**src/rtl/demux_serial_feeder.sv**
```systemverilog
`timescale 1ns/1ps
`default_nettype none
// ============================================================================
//  Module   : demux_serial_feeder
//  Purpose  : Serialises channel-addressed words MSB-first into din/sel/enable
//             for a 1-to-8 demux, with an idle gap and a channel drop mask.
//             Optional even-parity bit: define DEMUX_FEEDER_PARITY_EN.
//  Revision : 1.0
// ============================================================================
module demux_serial_feeder #(
    parameter int          DATA_W     = 8,
    parameter int          GAP_CYCLES = 1,
    parameter logic [7:0]  CHAN_MASK  = 8'hFF
) (
    input  logic              clk,
    input  logic              rst,
    input  logic              in_valid,
    output logic              in_ready,
    input  logic [2:0]        in_chan,
    input  logic [DATA_W-1:0] in_data,
    output logic              enable,
    output logic [2:0]        sel,
    output logic              din,
    output logic              busy,
    output logic              done,
    output logic              drop
);

`ifdef DEMUX_FEEDER_PARITY_EN
    localparam int c_NBITS = DATA_W + 1;
`else
    localparam int c_NBITS = DATA_W;
`endif
    localparam int c_CNT_W = $clog2(c_NBITS + 1);
    localparam int c_GAP_W = (GAP_CYCLES > 0) ? $clog2(GAP_CYCLES + 1) : 1;
    localparam logic [c_CNT_W-1:0] c_BIT_LAST = c_CNT_W'(c_NBITS - 1);
    localparam logic [c_GAP_W-1:0] c_GAP_LAST = c_GAP_W'((GAP_CYCLES > 0) ? GAP_CYCLES - 1 : 0);

    typedef enum logic [1:0] {
        S_IDLE  = 2'd0,
        S_SHIFT = 2'd1,
        S_GAP   = 2'd2
    } state_t;

    state_t               r_state;
    state_t               w_next;
    logic [c_NBITS-1:0]   r_shreg;
    logic [2:0]           r_sel;
    logic [c_CNT_W-1:0]   r_bitcnt;
    logic [c_GAP_W-1:0]   r_gapcnt;
    logic                 r_done;
    logic                 r_drop;

    logic                 w_xfer;
    logic                 w_deliver;
    logic                 w_bit_last;
    logic                 w_gap_last;
    logic [c_NBITS-1:0]   w_frame;

    // Parity rides in the LSB so it leaves last after the payload.
`ifdef DEMUX_FEEDER_PARITY_EN
    assign w_frame = {in_data, ^in_data};
`else
    assign w_frame = in_data;
`endif

    assign w_xfer     = in_valid & in_ready;
    assign w_deliver  = CHAN_MASK[in_chan];
    assign w_bit_last = (r_bitcnt == c_BIT_LAST);
    assign w_gap_last = (r_gapcnt == c_GAP_LAST);

    always_comb begin
        w_next = r_state;
        case (r_state)
            S_IDLE:  if (w_xfer && w_deliver) w_next = S_SHIFT;
            S_SHIFT: if (w_bit_last) w_next = (GAP_CYCLES > 0) ? S_GAP : S_IDLE;
            S_GAP:   if (w_gap_last) w_next = S_IDLE;
            default: w_next = S_IDLE;
        endcase
    end

    always_ff @(posedge clk) begin
        if (rst) begin
            r_state  <= S_IDLE;
            r_shreg  <= '0;
            r_sel    <= 3'b000;
            r_bitcnt <= '0;
            r_gapcnt <= '0;
            r_done   <= 1'b0;
            r_drop   <= 1'b0;
        end else begin
            r_state <= w_next;
            r_done  <= 1'b0;
            r_drop  <= 1'b0;
            case (r_state)
                S_IDLE: begin
                    if (w_xfer) begin
                        if (w_deliver) begin
                            r_shreg  <= w_frame;
                            r_sel    <= in_chan;
                            r_bitcnt <= '0;
                        end else begin
                            r_drop <= 1'b1;
                        end
                    end
                end
                S_SHIFT: begin
                    r_shreg  <= r_shreg << 1;
                    r_bitcnt <= r_bitcnt + c_CNT_W'(1);
                    if (w_bit_last) begin
                        r_done   <= 1'b1;
                        r_gapcnt <= '0;
                    end
                end
                S_GAP: begin
                    r_gapcnt <= r_gapcnt + c_GAP_W'(1);
                end
                default: ;
            endcase
        end
    end

    // Ready is withheld during the reset cycle so no word is lost to the reset edge.
    assign in_ready = (r_state == S_IDLE) && !rst;
    assign enable   = (r_state == S_SHIFT);
    assign sel      = r_sel;
    assign din      = enable & r_shreg[c_NBITS-1];
    assign busy     = (r_state != S_IDLE);
    assign done     = r_done;
    assign drop     = r_drop;

endmodule
`default_nettype wire
```
**config.mk**
```make
export PLATFORM = sky130hd
export DESIGN_NAME = demux_serial_feeder
export DESIGN_NICKNAME = d
export VERILOG_FILES = /design/src/rtl/demux_serial_feeder.sv
export SDC_FILE = /design/constraint.sdc
export NUM_CORES = 1
export LEC_CHECK = 0
export BUFFER_PORTS_ARGS = -buffer_cell sky130_fd_sc_hd__buf_2
export CORE_MARGIN = 2
export CORE_UTILIZATION = 41
export CTS_BUF_LIST = sky130_fd_sc_hd__clkbuf_4
export DETAILED_ROUTE_END_ITERATION = 16
export PLACE_DENSITY = 0.67
export SYNTH_ARGS = -nofsm -noshare
export SYNTH_HDL_FRONTEND = slang
export SYNTH_SLANG_ARGS = --single-unit
```
**constraint.sdc**
```tcl
create_clock -name clk -period 1.8 [get_ports clk]
set_clock_uncertainty 0.1 [all_clocks]
set_input_delay 0.09 -clock clk [delete_from_list [all_inputs] [get_ports clk]]
set_output_delay 0.09 -clock clk [all_outputs]
set_load 0.03 [all_outputs]
```
==> results of run 1 <==
state kept, by name, summed over array words and instances (netlist names):
| register | flops |
|---|---|
| sel | 3 |
| done | 1 |
| r_gapcnt | 1 |
| r_bitcnt | 4 |
| r_shreg | 8 |
| r_state | 2 |
power by group:
group	switching [mW]	internal (mW)	total, mW
Sequential	0.0159	0.444	0.460
Clock	0.135	0.102	0.237
Combinational	0.0795	0.0619	0.141
Total	0.231	0.608	0.838
cell usage in the layout, fill, tap and decap left out, types with 3 or more instances in the layout:
cell type / Yosys / layout
sky130_fd_sc_hd__mux2i_1: 3 / 3
sky130_fd_sc_hd__a211oi_1: 8 / 8
sky130_fd_sc_hd__clkbuf_4: 0 / 4
sky130_fd_sc_hd__buf_2: 4 / 21
sky130_fd_sc_hd__nor2_1: 17 / 17
sky130_fd_sc_hd__nand2_1: 11 / 11
sky130_fd_sc_hd__dlygate4sd3_1: 0 / 11
sky130_fd_sc_hd__a21oi_1: 9 / 9
sky130_fd_sc_hd__dfxtp_1: 19 / 17
layer usage:
| metal | part of all wire (%) | vias up | global-route usage, % |
|---|---|---|---|
| met2 | 48 | 21 | 29.0 |
| met1 | 46 | 339 | 19.1 |
| met4 | 1.6 | 0 | 7.14 |
| met5 | 0 | - | 0 |
| li1 | - | 386 | - |
| met3 | 3.8 | 4 | 3.07 |
worst paths after layout:
kind | depth (start not counted) | slack (ns) | to | startpoint
worst max register to register | 3 | 0.22 | r_shreg[6] | r_state[0]
worst max-delay path | 4 | 0.14 | din | r_state[1]
worst min-delay path | 2 | 0.06 | r_shreg[0] | rst
worst min register to register | 2 | 0.40 | r_state[1] | r_gapcnt
cell families after synthesis:
logic type / share of synthesized area, %
mux: 3.63
simple gates: 23.3
other cells: 0.453
compound gates: 18.0
xor+xnor: 1.06
buf+inv: 6.05
fa+ha+maj: 1.51
flops: 46.0
layout make-up:
cell class / count / area (sq um) / share of cell area (%)
repair buffers: 32 / 215 / 20.2
well taps: 27 / 33.8 / 3.17
inverters: 1 / 3.75 / 0.353
multi-input cells: 70 / 399 / 37.5
flip-flops and latches: 19 / 383 / 36.0
clock buffers: 4 / 30.0 / 2.82
worst reg2reg max path, cell delays in order, from the launching register on:
cell	delay, ns
sky130_fd_sc_hd__dfxtp_2	0.38
sky130_fd_sc_hd__o21bai_1	0.65
sky130_fd_sc_hd__a21oi_1	0.08
sky130_fd_sc_hd__a211oi_1	0.28
through the flow:
| stage | hold slack (ns) | instance area [sq um] | instances | total power [mW] | worst slack (ns) |
|---|---|---|---|---|---|
| final | 0.0622 | 1060 | 153 | 0.838 | 0.141 |
| after global routing | 0.0609 | 1060 | 153 | 0.889 | 0.0565 |
| after CTS | 0.0657 | 1060 | 153 | 0.841 | 0.0566 |
| after detailed placement | 0.238 | 920 | 138 | 0.593 | 0.197 |
| after global placement | 0.226 | 920 | 138 | 0.589 | 0.293 |
| after floorplan | 0.131 | 827 | 98 | 0.563 | 0.358 |
what timing repair did:
action | in CTS | in global routing
pin swaps | 0 | 0
hold endpoints to repair | 11 | 0
resized for setup | 1 | 2
hold buffers | 11 | 0
endpoints found under the setup margin | 1 | 1
==> reports/metrics.yaml, run 1 <==
post-route-period-util_pct: 92.2
min_period_ns: 1.66
setup_repair_after_global_routing_missed_its_margin: "false"
place.gp.congestion: 0.754
max_clock_freq_mhz: 603
worstSetupEndpointType: "primary output"
fin_util_pct: 55.4
clk_pin_slew_ns: 0.11
worst_skew_pair.late_latency_ns: 0.30
avgViaCountPerCell: 4.90
dieArea_sq_mm: 0.00239
setup.worst_path.start_class: "register"
edff_count_synth: 0
fill_cells: 200
criticalPathCategory: "register to primary output"
hold_viol: 0
total_routing_usage_reported_by_global_routing_pct: 16.4
io_pins: 23
yosys_most_used_dff: "sky130_fd_sc_hd__dfxtp_1"
syn-instance-count: 98
cp_max_fo: 11
synth_seq_area_share_pct: 46.0
max-slew-margin-rel_pct: 46.9
synth.avg_cell_area_sq_um: 8.44
outcome: "finished, final reports clean"
timing_worst_slew_pin_value_ns: 0.794
cp_data_arrival_time_ns: 1.47
postSynthRegisterBits: 19
pwr_density_cell_mw_per_mm2: 787
fp.dieH_um: 48.9
irDropWorstVdd_uv: 327
antenna_cells: 0
timing.critical_path.buf_inv: 2
maximum_number_of_pins_on_one_net_before_global_route_repair: 21
synth.lib_cells_used.distinct: 29
fp.dieW_um: 48.9
clock_tree_from_tritoncts: "yes"
asyncSetResetFlopFracSynth_pct: 0
syn-cell-area_sq_um: 827
synth_top_cells_by_count: "sky130_fd_sc_hd__dfxtp_1 (19), sky130_fd_sc_hd__nor2_1 (17), sky130_fd_sc_hd__nand2_1 (11), sky130_fd_sc_hd__a21oi_1 (9), sky130_fd_sc_hd__a211oi_1 (8)"
synth_area_leaders: "sky130_fd_sc_hd__dfxtp_1 (46%), sky130_fd_sc_hd__nor2_1 (7.7%), sky130_fd_sc_hd__a211oi_1 (7.3%)"
final_net_count: 142
num_rows: 16
wl_per_cell_um: 11.9
number_of_endpoints_failing_setup_at_the_final_stage: 0
setup_tns_ns: 0
timing.critical_path.required_ns: 1.61
cts_root_buffer: "sky130_fd_sc_hd__clkbuf_4"
critical_path.slowest_cell: "sky130_fd_sc_hd__dfxtp_2"
number_of_iterations_in_the_first_detailed_routing_pass: 6
critPathTopFamily: "simple AND/OR/NAND/NOR gates"
critical_path.cell_chain: "nand2b_2 > inv_2 > and2_1 > buf_2"
clock_tree.htree_level_count: 1
hold_path.class: "input port to register"
tritoncts.num_buffers: 3
port_buffers: 21
grt_pass1_wl_mm: 3.01
grt_pass1_vias: 709
grt_remaining_overflow: 0
share_of_post_route_cells_with_drive_strength_above_1_pct: 26.2
place_hpwl_mm: 1.15
critPathMaxStageDelay_ns: 0.38
cts_buffer_depth: 2
route.detailed.drc: 0
synth_largest_area_cell: "sky130_fd_sc_hd__dfxtp_1"
num_vias: 750
final_antenna_net_count: 0
start_util_pct: 43.0
synth_most_common_cell: "sky130_fd_sc_hd__dfxtp_1"
grt_antenna_before_repair: 0
drv.max_cap_violation_count: 0
postRouteWirelength_mm: 1.83
areaGrowthSynthToFinish_pct: 28.7
floorplan.core_area_sq_mm: 0.00192
timing.final.max_slew_violations: 0
syn_nets: 113
yosys_warnings: 0
numClockSinks: 19
yosys.area.top_type_share_pct: 46.0
post-cts-setup-buffers: 0
drt_iter0_drc: 15
power.static_leakage_nw: 0.469
Power figures use the tool's default switching activity.
==> inputs of run 2 (changes only) <==
--- a/config.mk
+++ b/config.mk
@@ -8,9 +8,9 @@
 export BUFFER_PORTS_ARGS = -buffer_cell sky130_fd_sc_hd__buf_2
 export CORE_MARGIN = 2
 export CORE_UTILIZATION = 41
-export CTS_BUF_LIST = sky130_fd_sc_hd__clkbuf_4
 export DETAILED_ROUTE_END_ITERATION = 16
 export PLACE_DENSITY = 0.67
+export REMOVE_ABC_BUFFERS = 1
 export SYNTH_ARGS = -nofsm -noshare
 export SYNTH_HDL_FRONTEND = slang
 export SYNTH_SLANG_ARGS = --single-unit
==> reports/metrics.yaml, run 2 (synthesis results as in run 1) <==
cp_max_fo: 11  # unchanged
dieArea_sq_mm: 0.00239  # unchanged
numClockSinks: 19  # unchanged
place.gp.congestion: 0.670  # -11%
hold_viol: 0  # unchanged
final_antenna_net_count: 0  # unchanged
fin_util_pct: 55.5  # +0.065 points
tritoncts.num_buffers: 3  # unchanged
number_of_endpoints_failing_setup_at_the_final_stage: 0  # unchanged
place_hpwl_mm: 1.00  # -13%
maximum_number_of_pins_on_one_net_before_global_route_repair: 21  # unchanged
worstSetupEndpointType: "primary output"
total_routing_usage_reported_by_global_routing_pct: 15.5  # -0.88 points
most-common-layout-cells: "sky130_fd_sc_hd__buf_2 (21), sky130_fd_sc_hd__dfxtp_1 (18), sky130_fd_sc_hd__nor2_1 (17), sky130_fd_sc_hd__nand2_1 (11), sky130_fd_sc_hd__dlygate4sd3_1 (11)"
largest_register: "r_shreg"
criticalPathCategory: "register to primary output"
pwr_density_cell_mw_per_mm2: 768  # -2.4%
io_pins: 23  # unchanged
max_clock_freq_mhz: 608  # +0.87%
number_of_iterations_in_the_first_detailed_routing_pass: 4  # -2
clock_tree_from_tritoncts: "yes"
cts_buffer_depth: 2  # unchanged
critical_path.cell_chain: "nand2b_4 > inv_2 > and2_1 > buf_2"
power.static_leakage_nw: 0.469  # about the same
timing.final.max_slew_violations: 0  # unchanged
share_of_post_route_cells_with_drive_strength_above_1_pct: 25.4  # -0.79 points
postRouteWirelength_mm: 1.64  # -10%
num_vias: 735  # -2.0%
cts_root_buffer: "sky130_fd_sc_hd__clkbuf_4"
num_rows: 16  # unchanged
grt_pass1_wl_mm: 2.90  # -3.5%
cp_data_arrival_time_ns: 1.45  # -0.02 ns
floorplan.core_area_sq_mm: 0.00192  # unchanged
worst_skew_pair.late_latency_ns: 0.30  # about the same
layout.cells.most_common: "sky130_fd_sc_hd__buf_2"
grt_pass1_vias: 674  # -4.9%
timing.critical_path.required_ns: 1.61  # about the same
post-cts-setup-buffers: 0  # unchanged
multi_input_comb_area_sq_um: 404  # +1.3%
clock_tree.htree_level_count: 1  # unchanged
wl_per_cell_um: 10.7  # -10%
final_net_count: 142  # unchanged
hold_path.class: "input port to register"
route.detailed.drc: 0  # unchanged
setup_repair_after_global_routing_missed_its_margin: "false"
irDropWorstVdd_uv: 572  # +75%
drv.max_cap_violation_count: 0  # unchanged
critPathMaxStageDelay_ns: 0.47  # +0.09 ns
setup.worst_path.start_class: "register"
fp.dieW_um: 48.9  # unchanged
grt_antenna_before_repair: 0  # unchanged
port_buffers: 21  # unchanged
start_util_pct: 43.0  # unchanged
grt_remaining_overflow: 0  # unchanged
drt_iter0_drc: 7  # -8
final_critical_path_setup_slack_ns: 0.155  # +0.0143 ns
critical_path.slowest_cell: "sky130_fd_sc_hd__dfxtp_1"
fp.dieH_um: 48.9  # unchanged
place_ws_ns: 0.209  # +0.0121 ns
flip_flop_count_of_the_largest_register_after_layout: 8  # unchanged
total_power_mw: 0.819  # -2.3%
max-slew-margin-rel_pct: 47.8  # +0.91 points
timing_worst_slew_pin_value_ns: 0.781  # -0.0136 ns
min_period_ns: 1.64  # -0.0143 ns
post-route-period-util_pct: 91.4  # -0.80 points
fill_cells: 190  # -5.0%
avgViaCountPerCell: 4.80  # -2.0%
areaGrowthSynthToFinish_pct: 28.9
register_area_sq_um: 382  # -0.33%
setup_tns_ns: 0  # unchanged
antenna_cells: 0  # unchanged
clk_pin_slew_ns: 0.11  # about the same
outcome: "finished, final reports clean"
## run 2: changes by cell type in the layout (fill, tap and decap cells not counted)
cell,before,now
sky130_fd_sc_hd__clkinv_2,0,1
sky130_fd_sc_hd__dfxtp_1,17,18
sky130_fd_sc_hd__dfxtp_2,2,1
sky130_fd_sc_hd__nand2b_4,0,1
sky130_fd_sc_hd__clkbuf_4,4,3
sky130_fd_sc_hd__nand2b_2,1,0
## run 2: layout make-up
| cell class | count | share of cell area, % |
|---|---|---|
| Clock buffer | 3 | 2.11 |
| Clock inverter | 1 | 0.469 |
| Inverter | 1 | 0.352 |
| Multi-Input combinational cell | 70 | 37.9 |
| Sequential cell | 19 | 35.8 |
| Tap cell | 27 | 3.17 |
| Timing Repair Buffer | 32 | 20.2 |
## run 2: what timing repair did
action,4_1_cts,5_1_grt
endpoints found under the hold margin,11,0
hold buffers,11,0
endpoints found under the setup margin,1,3
resized for setup,1,2
cloned,0,0
## run 2: through the flow
stage                     hold slack, ns  instance area, sq um  cells
after detailed placement           0.238                   920    138
after floorplan                   0.0591                   781     90
final                             0.0638                  1070    153
after global placement             0.226                   920    138
after global routing              0.0706                  1070    153
after CTS                         0.0583                  1060    153
## run 2: metal layers
metal  vias up  track usage (%)  part of all wire [%]
met5         -                0                     0
met4         0             7.14                  0.61
met3         2             3.07                   3.0
met2        12             25.1                    49
met1       330             19.8                    47
li1        391                -                     -
## run 2: where the power goes
group / internal, mW / total (mW) / switching (mW)
sequential: 0.444 / 0.460 / 0.0157
clock: 0.0828 / 0.217 / 0.134
combinational: 0.0625 / 0.142 / 0.0797
total: 0.590 / 0.819 / 0.229
## run 2: worst max-delay path: cells and delay by family (launching register included)
kind                   cells  cell delay (ns)
buffers and inverters      2             0.28
DFF                        1             0.47
and+or+nand+nor            2             0.40
## run 2: path summary, 6_finish.rpt
kind	to	startpoint	slack (ns)	cells past startpoint
worst max-delay path	din	r_state[1]	0.16	4
worst min-delay path	sel[1]	rst	0.06	2
worst max register to register	r_shreg[6]	r_state[0]	0.21	3
worst min register to register	r_state[1]	r_gapcnt	0.39	2
==> inputs of run 3 (changes only) <==
--- a/config.mk
+++ b/config.mk
@@ -10,6 +10,7 @@
 export CORE_UTILIZATION = 41
 export DETAILED_ROUTE_END_ITERATION = 16
 export PLACE_DENSITY = 0.67
+export RECOVER_POWER = 50
 export REMOVE_ABC_BUFFERS = 1
 export SYNTH_ARGS = -nofsm -noshare
 export SYNTH_HDL_FRONTEND = slang
==> reports/metrics.yaml, run 3 (synthesis results as in run 1) <==
largest_register: "r_shreg"
worst_skew_pair.late_latency_ns: 0.30  # about the same
maximum_number_of_pins_on_one_net_before_global_route_repair: 21  # unchanged
setup_tns_ns: 0  # unchanged
cp_data_arrival_time_ns: 1.44  # about the same
critical_path.cell_chain: "nand2b_4 > inv_2 > and2_1 > buf_2"
hold_path.class: "input port to register"
antenna_cells: 0  # unchanged
clock_tree.htree_level_count: 1  # unchanged
power.static_leakage_nw: 0.446  # -4.8%
post-route-period-util_pct: 90.4  # -0.94 points
layout.cells.most_common: "sky130_fd_sc_hd__dfxtp_1"
share_of_post_route_cells_with_drive_strength_above_1_pct: 20.6  # -4.8 points
place_ws_ns: 0.209  # unchanged
place_hpwl_mm: 1.00  # unchanged
number_of_iterations_in_the_first_detailed_routing_pass: 4  # unchanged
num_rows: 16  # unchanged
dieArea_sq_mm: 0.00239  # unchanged
clk_pin_slew_ns: 0.11  # about the same
grt_remaining_overflow: 0  # unchanged
setup_repair_after_global_routing_missed_its_margin: "false"
fp.dieW_um: 48.9  # unchanged
timing.critical_path.buf_inv: 2  # unchanged
total_routing_usage_reported_by_global_routing_pct: 15.5  # unchanged
most-common-layout-cells: "sky130_fd_sc_hd__dfxtp_1 (18), sky130_fd_sc_hd__nor2_1 (17), sky130_fd_sc_hd__buf_2 (16), sky130_fd_sc_hd__nand2_1 (11), sky130_fd_sc_hd__dlygate4sd3_1 (11)"
timing.final.max_slew_violations: 0  # unchanged
cts_root_buffer: "sky130_fd_sc_hd__clkbuf_4"
layout.cell_area.non_filler_sq_mm: 0.00105  # -1.1%
clock_tree_from_tritoncts: "yes"
numClockSinks: 19  # unchanged
pwr_density_cell_mw_per_mm2: 775  # +0.91%
drv.max_cap_violation_count: 0  # unchanged
final_net_count: 142  # unchanged
start_util_pct: 43.0  # unchanged
avgViaCountPerCell: 4.76  # -0.95%
wl_per_cell_um: 10.7  # +0.12%
hold_viol: 0  # unchanged
num_vias: 728  # -0.95%
worstSetupEndpointType: "primary output"
flip_flop_count_of_the_largest_register_after_layout: 8  # unchanged
grt_pass1_vias: 674  # unchanged
total_power_mw: 0.818  # -0.15%
areaGrowthSynthToFinish_pct: 27.5
outcome: "finished, final reports clean"
timing.critical_path.required_ns: 1.61  # about the same
max_clock_freq_mhz: 614  # +1.0%
place.gp.congestion: 0.670  # unchanged
final_critical_path_setup_slack_ns: 0.172  # +0.0170 ns
final_antenna_net_count: 0  # unchanged
route.detailed.drc: 0  # unchanged
number_of_endpoints_failing_setup_at_the_final_stage: 0  # unchanged
critPathTopFamily: "flip-flops"
timing_worst_slew_pin_value_ns: 0.787  # +0.00641 ns
critPathMaxStageDelay_ns: 0.46  # about the same
min_period_ns: 1.63  # -0.0170 ns
floorplan.core_area_sq_mm: 0.00192  # unchanged
fp.dieH_um: 48.9  # unchanged
grt_antenna_before_repair: 0  # unchanged
setup.worst_path.start_class: "register"
io_pins: 23  # unchanged
drt_iter0_drc: 3  # -4
postRouteWirelength_mm: 1.64  # +0.12%
criticalPathCategory: "register to primary output"
grt_pass1_wl_mm: 2.90  # unchanged
irDropWorstVdd_uv: 571  # -0.15%
dpl-instance-area_sq_um: 920  # unchanged
max-slew-margin-rel_pct: 47.4  # -0.43 points
tritoncts.num_buffers: 3  # unchanged
cp_max_fo: 11  # unchanged
port_buffers: 21  # unchanged
critical_path.slowest_cell: "sky130_fd_sc_hd__dfxtp_1"
post-cts-setup-buffers: 0  # unchanged
cts_buffer_depth: 2  # unchanged
==> run 3: worst reg2reg max path, cell delays in order (launching register included) <==
cell                       delay [ns]
sky130_fd_sc_hd__dfxtp_2         0.39
sky130_fd_sc_hd__o21bai_1        0.65
sky130_fd_sc_hd__a21oi_1         0.09
sky130_fd_sc_hd__a211oi_1        0.28
==> run 3: per-stage QoR <==
stage          hold slack (ns)  util (%)  std cells
2_1_floorplan           0.0591         -         90
3_3_place_gp             0.226      47.9        138
3_5_place_dp             0.238      47.9        138
4_1_cts                 0.0583      55.1        153
5_1_grt                 0.0706      54.9        153
6_report                0.0630      54.9        153
==> run 3: per-layer routing <==
layer	up-vias	track usage, %	part of all wire, %
met5	-	0	0
met4	0	7.14	0.61
met3	2	3.07	3.2
met2	14	25.1	49
met1	323	19.8	47
li1	389	-	-
==> run 3: layout make-up <==
type	instances	area (sq um)
clock buffer	3	22.5
inverter	1	3.75
timing repair buffer	32	209
tap	27	33.8
clock inverter	1	5.00
fill	193	867
sequential	19	382
multi-input combinational	70	399
==> run 3: path summary, 6_finish.rpt <==
kind / endpoint / from / slack (ns) / cells after the start
max: din / r_state[1] / 0.17 / 4
min: sel[1] / rst / 0.06 / 2
max reg2reg: r_shreg[6] / r_state[0] / 0.21 / 3
min reg2reg: r_state[1] / r_gapcnt / 0.39 / 2
==> run 3: what timing repair did <==
action | 4_1_cts | 5_1_grt
resized for setup | 1 | 2
endpoints found under the hold margin | 11 | 0
setup endpoints to repair | 1 | 3
hold buffers | 11 | 0
gates cloned | 0 | 0
==> run 3: report_power, final <==
| group | internal, mW | switching (mW) | total, mW |
|---|---|---|---|
| Combinational | 0.0604 | 0.0799 | 0.140 |
| Clock | 0.0828 | 0.135 | 0.217 |
| Sequential | 0.444 | 0.0156 | 0.460 |
| Total | 0.588 | 0.230 | 0.818 |
